===== src/rtl/bitstream_self_writer_if.sv =====
// Bus bundle between the bitstream self-writer, its byte memory and the fabric.
// The checksum signal exists only when BITSTREAM_CHECKSUM_EN is defined.
interface bitstream_self_writer_if #(
    parameter int ADDR_W = 14
);
    logic              start;
    logic [ADDR_W:0]   len_bytes;
    logic [ADDR_W-1:0] mem_addr;
    logic              mem_rd_en;
    logic [7:0]        mem_rdata;
    logic [31:0]       SelfWriteData;
    logic              SelfWriteStrobe;
    logic              busy;
    logic              done;
`ifdef BITSTREAM_CHECKSUM_EN
    logic [15:0]       checksum;
`endif

    modport master (
        input  start, len_bytes, mem_rdata,
        output mem_addr, mem_rd_en, SelfWriteData, SelfWriteStrobe,
        output busy, done
`ifdef BITSTREAM_CHECKSUM_EN
        , output checksum
`endif
    );

    modport slave (
        output start, len_bytes, mem_rdata,
        input  mem_addr, mem_rd_en, SelfWriteData, SelfWriteStrobe,
        input  busy, done
`ifdef BITSTREAM_CHECKSUM_EN
        , input checksum
`endif
    );
endinterface


===== src/rtl/bitstream_self_writer.sv =====
// Streams a byte memory into big-endian 32-bit self-write words with strobes.
// Optional: define BITSTREAM_CHECKSUM_EN for a 16-bit sum of bytes read.
module bitstream_self_writer #(
    parameter int ADDR_W    = 14,
    parameter int SETUP_CYC = 2,
    parameter int HOLD_CYC  = 2
) (
    input  logic CLK,
    input  logic reset,
    bitstream_self_writer_if.master bus
);
    localparam int PW = ADDR_W + 1;

    typedef enum logic [2:0] {
        S_IDLE,
        S_FETCH,
        S_SETUP,
        S_STROBE,
        S_HOLD,
        S_DONE
    } state_t;

    state_t        r_state;
    state_t        w_next;
    logic [7:0]    r_cnt;
    logic [PW-1:0] r_len;
    logic [PW-1:0] r_ptr;
    logic [23:0]   r_pack;
    logic          r_rd_q;
    logic [31:0]   r_data;
    logic          w_rd_en;
    logic          w_accept;
    logic [PW-1:0] w_rd_ptr;
    logic [7:0]    w_byte;

    assign w_accept = (r_state == S_IDLE) && bus.start;
    assign w_rd_ptr = r_ptr + PW'(r_cnt[1:0]);
    // Bytes past the end were never read, so they pack as zero.
    assign w_byte   = r_rd_q ? bus.mem_rdata : 8'h00;

    assign bus.SelfWriteData = r_data;

    always_ff @(posedge CLK) begin
        if (reset) begin
            r_state <= S_IDLE;
        end else begin
            r_state <= w_next;
        end
    end

    always_comb begin
        w_next = r_state;
        unique case (r_state)
            S_IDLE: begin
                if (bus.start) begin
                    w_next = (bus.len_bytes != '0) ? S_FETCH : S_DONE;
                end
            end
            S_FETCH: begin
                if (r_cnt == 8'd4) begin
                    w_next = S_SETUP;
                end
            end
            S_SETUP: begin
                if (r_cnt == 8'(SETUP_CYC - 1)) begin
                    w_next = S_STROBE;
                end
            end
            S_STROBE: w_next = S_HOLD;
            S_HOLD: begin
                if (r_cnt == 8'(HOLD_CYC - 1)) begin
                    w_next = (r_ptr < r_len) ? S_FETCH : S_DONE;
                end
            end
            S_DONE:  w_next = S_IDLE;
            default: w_next = S_IDLE;
        endcase
    end

    always_comb begin
        w_rd_en             = 1'b0;
        bus.mem_rd_en       = 1'b0;
        bus.mem_addr        = '0;
        bus.SelfWriteStrobe = 1'b0;
        bus.busy            = 1'b0;
        bus.done            = 1'b0;
        unique case (r_state)
            S_FETCH: begin
                w_rd_en       = (r_cnt < 8'd4) && (w_rd_ptr < r_len);
                bus.mem_rd_en = w_rd_en;
                bus.mem_addr  = w_rd_en ? w_rd_ptr[ADDR_W-1:0] : '0;
                bus.busy      = 1'b1;
            end
            S_SETUP: bus.busy = 1'b1;
            S_STROBE: begin
                bus.SelfWriteStrobe = 1'b1;
                bus.busy            = 1'b1;
            end
            S_HOLD: bus.busy = 1'b1;
            S_DONE: bus.done = 1'b1;
            default: ;
        endcase
    end

    always_ff @(posedge CLK) begin
        if (reset) begin
            r_cnt  <= '0;
            r_len  <= '0;
            r_ptr  <= '0;
            r_pack <= '0;
            r_rd_q <= 1'b0;
            r_data <= '0;
        end else begin
            r_rd_q <= w_rd_en;
            r_cnt  <= (w_next != r_state) ? 8'd0 : r_cnt + 8'd1;
            if (w_accept) begin
                r_len <= bus.len_bytes;
                r_ptr <= '0;
            end
            if (r_state == S_FETCH && r_cnt != 8'd0) begin
                r_pack <= {r_pack[15:0], w_byte};
                if (r_cnt == 8'd4) begin
                    r_data <= {r_pack, w_byte};
                    r_ptr  <= r_ptr + PW'(4);
                end
            end
        end
    end

`ifdef BITSTREAM_CHECKSUM_EN
    logic [15:0] r_sum;

    always_ff @(posedge CLK) begin
        if (reset) begin
            r_sum <= '0;
        end else if (w_accept) begin
            r_sum <= '0;
        end else if (r_state == S_FETCH && r_rd_q) begin
            r_sum <= r_sum + {8'h00, bus.mem_rdata};
        end
    end

    assign bus.checksum = r_sum;
`endif

endmodule


===== src/flat_wrapper.sv =====
// flat-port wrapper written by rule: the top's interface ports become plain ports
module bitstream_self_writer_flat 
#(
    parameter int ADDR_W    = 14,
    parameter int SETUP_CYC = 2,
    parameter int HOLD_CYC  = 2
)
  (CLK, reset, bus_start, bus_len_bytes, bus_mem_rdata, bus_mem_addr, bus_mem_rd_en, bus_SelfWriteData, bus_SelfWriteStrobe, bus_busy, bus_done);
  bitstream_self_writer_if #(.ADDR_W(ADDR_W)) bus_i ();
  input  logic CLK;
  input  logic reset;
  input wire logic [$bits(bus_i.start)-1:0] bus_start;
  input wire logic [$bits(bus_i.len_bytes)-1:0] bus_len_bytes;
  input wire logic [$bits(bus_i.mem_rdata)-1:0] bus_mem_rdata;
  output wire logic [$bits(bus_i.mem_addr)-1:0] bus_mem_addr;
  output wire logic [$bits(bus_i.mem_rd_en)-1:0] bus_mem_rd_en;
  output wire logic [$bits(bus_i.SelfWriteData)-1:0] bus_SelfWriteData;
  output wire logic [$bits(bus_i.SelfWriteStrobe)-1:0] bus_SelfWriteStrobe;
  output wire logic [$bits(bus_i.busy)-1:0] bus_busy;
  output wire logic [$bits(bus_i.done)-1:0] bus_done;
  assign bus_i.start = bus_start;
  assign bus_i.len_bytes = bus_len_bytes;
  assign bus_i.mem_rdata = bus_mem_rdata;
  assign bus_mem_addr = bus_i.mem_addr;
  assign bus_mem_rd_en = bus_i.mem_rd_en;
  assign bus_SelfWriteData = bus_i.SelfWriteData;
  assign bus_SelfWriteStrobe = bus_i.SelfWriteStrobe;
  assign bus_busy = bus_i.busy;
  assign bus_done = bus_i.done;
  bitstream_self_writer #(.ADDR_W(ADDR_W), .SETUP_CYC(SETUP_CYC), .HOLD_CYC(HOLD_CYC)) u_core (.CLK(CLK), .reset(reset), .bus(bus_i));
endmodule

===== config.mk =====
export PLATFORM = sky130hd
export DESIGN_NAME = bitstream_self_writer_flat
export DESIGN_NICKNAME = d
export VERILOG_FILES = /design/src/rtl/bitstream_self_writer_if.sv /design/src/rtl/bitstream_self_writer.sv /design/src/flat_wrapper.sv
export SDC_FILE = /design/constraint.sdc
export NUM_CORES = 1
export LEC_CHECK = 0
export CAP_MARGIN = 25
export CORE_ASPECT_RATIO = 0.5
export CORE_MARGIN = 2
export CORE_UTILIZATION = 26
export DETAILED_ROUTE_END_ITERATION = 8
export SYNTH_ARGS = -nofsm -noshare
export SYNTH_HDL_FRONTEND = slang
export SYNTH_SLANG_ARGS = --single-unit

===== constraint.sdc =====
create_clock -name CLK -period 10.7 [get_ports CLK]
set_input_delay 2.14 -clock CLK [delete_from_list [all_inputs] [get_ports CLK]]
set_output_delay 2.14 -clock CLK [all_outputs]
set_load 0.05 [all_outputs]

==> impl_results.md <==
- Worst path required time: roughly 8.6 ns
- CTS clk-pin slew, worst paths: roughly 0.070 ns
- Die Area: 19580 sq um
- PD cells: between 100 and 150 nW/um^2
- Clk Latency, worst-skew pair: between 0.3 and 0.4 ns
- Antenna violations before repair: 0
- Max stage delay on crit path: around 0.86 ns
- Drt total wl: between 10000 and 15000 um
- WS Path Type: reg -> out
- Post-route ant nets: 0
- Internal: between 0.5 and 0.6 mW
- Syn Nets: 671
- Most used cell, CP: ha_1
- Main combinational cell family by area after synthesis: simple AND/OR/NAND/NOR gates
- Layout Nets: around 730
- Post-Syn Area per Cell: about 7.8 sq um
- Peak supply drop: roughly 0.08 mV
- Tcrit/Tclk final: roughly 64%
- Final Cell Area: roughly 6100 sq um
- Hold-fix buffers at CTS: 0
- Netlist cell types: 44
- Placed insts: 899
- Routed len/inst: 14.34 um
- Post-DP Area: around 5800 sq um
- Antenna diodes: 0
- Area leader, netlist: dfxtp_1
- CP bufs+invs: 2
- Final setup viols: 0
- Area delta synth->final: 26.90%
- Mux share of post-synthesis cell area: 0.2352%
- CP Capture Type: primary output
- Fin Setup TNS: 0 ns
- Outcome: complete, no violations
- Max-slew violation count: 0
- Critical-path top delay cell: clkdlybuf4s50_1
- DPL Wire Length: 9533 um
- Post-CTS Resized: 0
- Gp weighted congestion: between 0.9 and 1
- Post-DR vias/cell: ~4.7
- Gr usage total: 13.74%
- Register bit total from synthesis: 98
- Synth area leaders: dfxtp_1, nand2_1, a21oi_1
- Vias in the first global route: ~4200
- Initial drt markers: roughly 240
- Starting Density: between 20% and 30%
- Largest net degree at the start of global routing: 80
- Sequential fraction of the synthesis area: 40.98%
- Pleak: roughly 2.2 nW
- Asr flop ratio synth: 0%
- Main flop type after synthesis: dfxtp_1
- Power Total: roughly 0.77 mW
- Sink Count: between 90 and 100
- # DRC: 0
- Filler instances: just under 2000
- Gate Count Post-Synth: between 600 and 700
- Non-Filler Instances: ~920
- Combinational share of power: under 10%
- First-pass GRT wire length: roughly 21000 um
- Seq pwr share: between 40% and 50%
- Std-Cell Rows: 35
- Most frequent cells in the layout: nand2_1, a21oi_1, dfxtp_1
- Share of the synthesized area in the top cell type: about 41%
- Switching pwr: a little over 0.2 mW
- Sw Share: between 20% and 30%
- Clock Skew: about 0.013 ns
- Core box area: between 15000 and 20000 sq um
- Final core utilization: 33.34%
- Yosys Warn Count: 0
- Total CTS buffers: 9
- Share of layout cells above drive strength 1: 5.333%
- Vias post-DR: about 4300
- Clock power frac: between 40% and 50%
- H-tree Lvls: 3
- Type of origin of the critical path: flip-flop
- Hold WC Path Type: reg -> reg
- Post-synth EDFFs: 0
- Max Clk Rate: 145.6 MHz
- CP delay by family, top: buffers and inverters
- RSZ-0062 raised after global routing: false
- Final Hold Viols: 0
- Worst slew pin tran: around 0.89 ns
- Setup Buffers After CTS: 0
- Clock Tree Buf Depth: 2
- Commonest non-fill, non-tap cell in the layout: nand2_1
- Worst Path Arrival: 4.73 ns
- Die Ht: 99.95 um
- Max-cap viol count: 0
- Mapped cell area: approximately 4800 sq um
- Slew HR: roughly 40%
- Port Buf Inserts: 75
- Crit-path max FO: 14
- I/O pins: 76
- CP cell instances: ha_1 > fa_1 > nand2_1 > nor4_1 > xor2_1 > ha_1 > and4_1 > nor3_1 > o2111a_1 > inv_1 > a211oi_1 > clkdlybuf4s50_1
- Post-synthesis simple-gate area fraction: 25.59%
- Post-synthesis compound-gate area fraction: 14.24%
- TritonCTS clock tree: built
- Tmin final: around 6.9 ns
- Grt total ovfl: 0
- CTS Root Buffer Type: clkbuf_16
- Router iterations before antenna repair: 4
- Adder-Cell Fraction of Synth Area: under 10%
- Die width: 195.9 um
- Xor and xnor fraction of the mapped netlist area: 5.123%
[per-stage QoR]
| stage | worst slack (ns) | hold slack, ns |
|---|---|---|
| after floorplan | 5.007 | 0.4322 |
| after global routing | 3.518 | 0.4734 |
| after global placement | 4.313 | 0.4452 |
| after detailed placement | 4.259 | 0.4445 |
| after CTS | 3.856 | 0.4552 |
| final | 3.833 | 0.4527 |
[cells by family after synthesis]
| kind of cell | after synthesis |
|---|---|
| XOR/XNOR | 28 |
| flip-flops | 98 |
| multiplexers | 1 |
| AO/OA/AOI/OAI | 124 |
| adder cells (fa/ha/maj) | 35 |
| AND/OR/NAND/NOR | 268 |
| buffers and inverters | 56 |
[cells in the mapped netlist, types with 2 or more instances]
master	number
nand3_1	28
buf_2	5
nor4_1	9
ha_1	34
clkbuf_1	28
dfxtp_1	98
nor3b_1	3
a21oi_1	99
o31ai_1	2
and2_1	2
a211o_1	3
and3_1	4
nand2b_1	4
xor2_1	18
or4_4	2
and4_1	3
a211oi_1	3
a21o_1	4
nor4b_1	2
o2111ai_1	2
inv_1	22
or4_1	2
xnor2_1	10
nand4_1	8
or2_2	2
a31oi_1	2
nor2_1	28
nand2_1	157
a31o_2	2
and3b_1	2
nor3_1	5
o21ai_0	5
[power groups by stage]
stage                     clock (mW)  combinational, mW  sequential (mW)
final                          0.322             0.0712            0.374
after global routing           0.349             0.0789            0.375
after CTS                      0.333             0.0715            0.374
after detailed placement           0             0.0714            0.383
after global placement             0             0.0697            0.383
after floorplan                    0             0.0452            0.380
[layout make-up]
cell class / instances / area, sq um / share of cell area (%)
clock buffer: 9 / 225.2 / 3.708
clock inverter: 7 / 71.32 / 1.174
inverter: 22 / 82.58 / 1.359
multi-input combinational: 456 / 2628 / 43.25
sequential: 98 / 1962 / 32.30
tap: 240 / 300.3 / 4.943
timing repair buffer: 83 / 805.8 / 13.26
[worst reg2reg max path, cell delays in order, from the launching register on]
cell,delay (ns)
dfxtp_1,0.42
ha_1,0.22
fa_1,0.30
nand2_1,0.18
nor4_1,0.37
xor2_1,0.39
ha_1,0.32
and4_1,0.15
nor3_1,0.17
o2111a_1,0.53
inv_1,0.14
a211oi_1,0.35
[state kept, by name, indices dropped and copies added (netlist names)]
| name | cells |
|---|---|
| u_core.r_len | 15 |
| u_core.bus.SelfWriteData | 32 |
| u_core.r_state | 3 |
| u_core.r_cnt | 8 |
| u_core.r_ptr | 15 |
| u_core.r_rd_q | 1 |
| u_core.r_pack | 24 |
[layer usage]
layer | vias up | wire length [um] | GRT usage (%)
met4 | 0 | 106 | 2.739
met5 | - | 0 | 0
met1 | 1994 | 6460 | 17.91
li1 | 2203 | - | -
met3 | 7 | 643 | 3.159
met2 | 111 | 5914 | 23.51
[final timing paths]
check | startpoint | endpoint | slack [ns] | cells after the start
setup / recovery | u_core.r_cnt[0] | bus_mem_addr[13] | 3.83 | 12
hold / removal | u_core.r_pack[16] | u_core.bus.SelfWriteData[24] | 0.45 | 2
setup reg to reg | u_core.r_cnt[0] | u_core.r_rd_q | 7.04 | 11
hold reg to reg | u_core.r_pack[16] | u_core.bus.SelfWriteData[24] | 0.45 | 2
Power figures use the tool's default switching activity.
==> patch: new RTL, config.mk and constraints unchanged <==
`ADDR_W` is set to 14 in 3 places; all go to 13.
--- a/src/rtl/bitstream_self_writer_if.sv
+++ b/src/rtl/bitstream_self_writer_if.sv
@@ -2,5 +2,5 @@
 // The checksum signal exists only when BITSTREAM_CHECKSUM_EN is defined.
 interface bitstream_self_writer_if #(
-    parameter int ADDR_W = 14
+    parameter int ADDR_W = 13
 );
     logic              start;
--- a/src/rtl/bitstream_self_writer.sv
+++ b/src/rtl/bitstream_self_writer.sv
@@ -2,5 +2,5 @@
 // Optional: define BITSTREAM_CHECKSUM_EN for a 16-bit sum of bytes read.
 module bitstream_self_writer #(
-    parameter int ADDR_W    = 14,
+    parameter int ADDR_W    = 13,
     parameter int SETUP_CYC = 2,
     parameter int HOLD_CYC  = 2
--- a/src/flat_wrapper.sv
+++ b/src/flat_wrapper.sv
@@ -2,5 +2,5 @@
 module bitstream_self_writer_flat 
 #(
-    parameter int ADDR_W    = 14,
+    parameter int ADDR_W    = 13,
     parameter int SETUP_CYC = 2,
     parameter int HOLD_CYC  = 2
Interface: changed (resized bus_len_bytes and bus_mem_addr); port bits go from 76 to 74. No check against the original RTL was run, so the function may have changed too.
==> patch against the unedited design <==
- design area fell by 2.7%
- sequential cell count fell by 2
- highest routed layer unchanged
- area after synthesis fell by 1.8%
- total power barely moved
- routed wire length fell by 3.7%
- core utilization rose by 0.37 points
- setup slack improved by 390 ps
- worst hold slack barely moved
- non-clock buffer count fell by 3
- largest power group unchanged
==> patch: results (changes against the unedited design) <==
[status]
outcome=finished, final reports clean  ; unchanged

[pwr]
pwr-share-clk_pct=42.7  ; was 41.9%
cellLeakagePower_nw=2.08  ; was 2.19 nW
p_seq_mw=0.368  ; was 0.374 mW
internal-power_mw=0.556  ; was 0.560 mW

[detailed_routing]
drtIter0Drc=304  ; was 239
via_count=4164  ; was 4,315
firstDrtPassIters=5  ; was 4

[timing]
setup_ws_ps=4220  ; was 3830 ps
fin_skew_ps=9.96  ; was 12.7 ps

[logic_synthesis]
synthesis.nets=638  ; was 671
yosysSeqAreaShare_pct=40.9  ; was 41.0%
synth_area_leaders=dfxtp_1 (41%), nand2_1 (11%), a21oi_1 (8.9%)  ; was dfxtp_1 (41%), nand2_1 (12%), a21oi_1 (10%)

[hold_path]
hp-start=u_core.r_ptr[0]  ; was u_core.r_pack[16]

[place]
portBuffers=73  ; was 75
place_congestion=0.889  ; was 0.926
hpwl_mm=9.12  ; was 9.53 mm

[grt]
met1_usage_pct=17.7  ; was 17.9%
grt_use_total_pct=13.5  ; was 13.7%
use_met3_pct=4.10  ; was 3.16%
grt_use_met2_pct=21.8  ; was 23.5%
grt_pass1_vias=4035  ; was 4,236

[worst_setup_path]
timing.rr.start=u_core.r_ptr[4]  ; was u_core.r_cnt[0]
cp_data_arrival_time_ps=4340  ; was 4730 ps
slowest_delay_ps=910  ; was 860 ps

-- patch: cell types whose count changed after synthesis, sizes merged, moves of 4 or more --
cell / before / now
nor4b: 2 / 14
a21oi: 99 / 84
xnor2: 10 / 14
nor2: 28 / 32
xor2: 18 / 14
nand2: 157 / 138
buf: 6 / 10
nand4: 8 / 13
-- patch: path summary, 6_finish.rpt --
kind                                    endpoint  slack, ps  cells after the start
worst max-delay path            bus_mem_addr[12]       4220                     12
worst min-delay path             u_core.r_ptr[0]        450                      2
worst max register to register     u_core.r_rd_q       7650                      9
worst min register to register   u_core.r_ptr[0]        450                      2
-- patch: stage by stage --
| stage | instances | utilization (%) | hold slack (ps) |
|---|---|---|---|
| floorplan | 580 | - | 421 |
| global placement | 855 | 31.8 | 429 |
| detailed placement | 856 | 31.8 | 441 |
| CTS | 872 | 33.6 | 452 |
| global route | 874 | 33.7 | 474 |
| finish | 874 | 33.7 | 453 |
-- patch: final cells by class --
class	count	area [um2]	share of cell area, %
well taps	234	293	4.95
flip-flops and latches	96	1920	32.5
inverters	20	75.1	1.27
multi-input cells	428	2520	42.7
clock inverters	7	83.8	1.42
repair buffers	80	786	13.3
clock buffers	9	225	3.81
-- patch: metal layers --
| metal | part of all wire [%] | wire length (um) |
|---|---|---|
| met2 | 45 | 5670 |
| met5 | 0 | 0 |
| met4 | 0.92 | 116 |
| met3 | 6.2 | 778 |
| met1 | 48 | 6070 |
-- patch: cells by family after synthesis --
logic type               synth area share [%]
flip-flops                               40.9
AO/OA/AOI/OAI                            12.2
buffers and inverters                    5.67
XOR/XNOR                                 5.21
adder cells (fa/ha/maj)                  8.94
AND/OR/NAND/NOR                          27.1
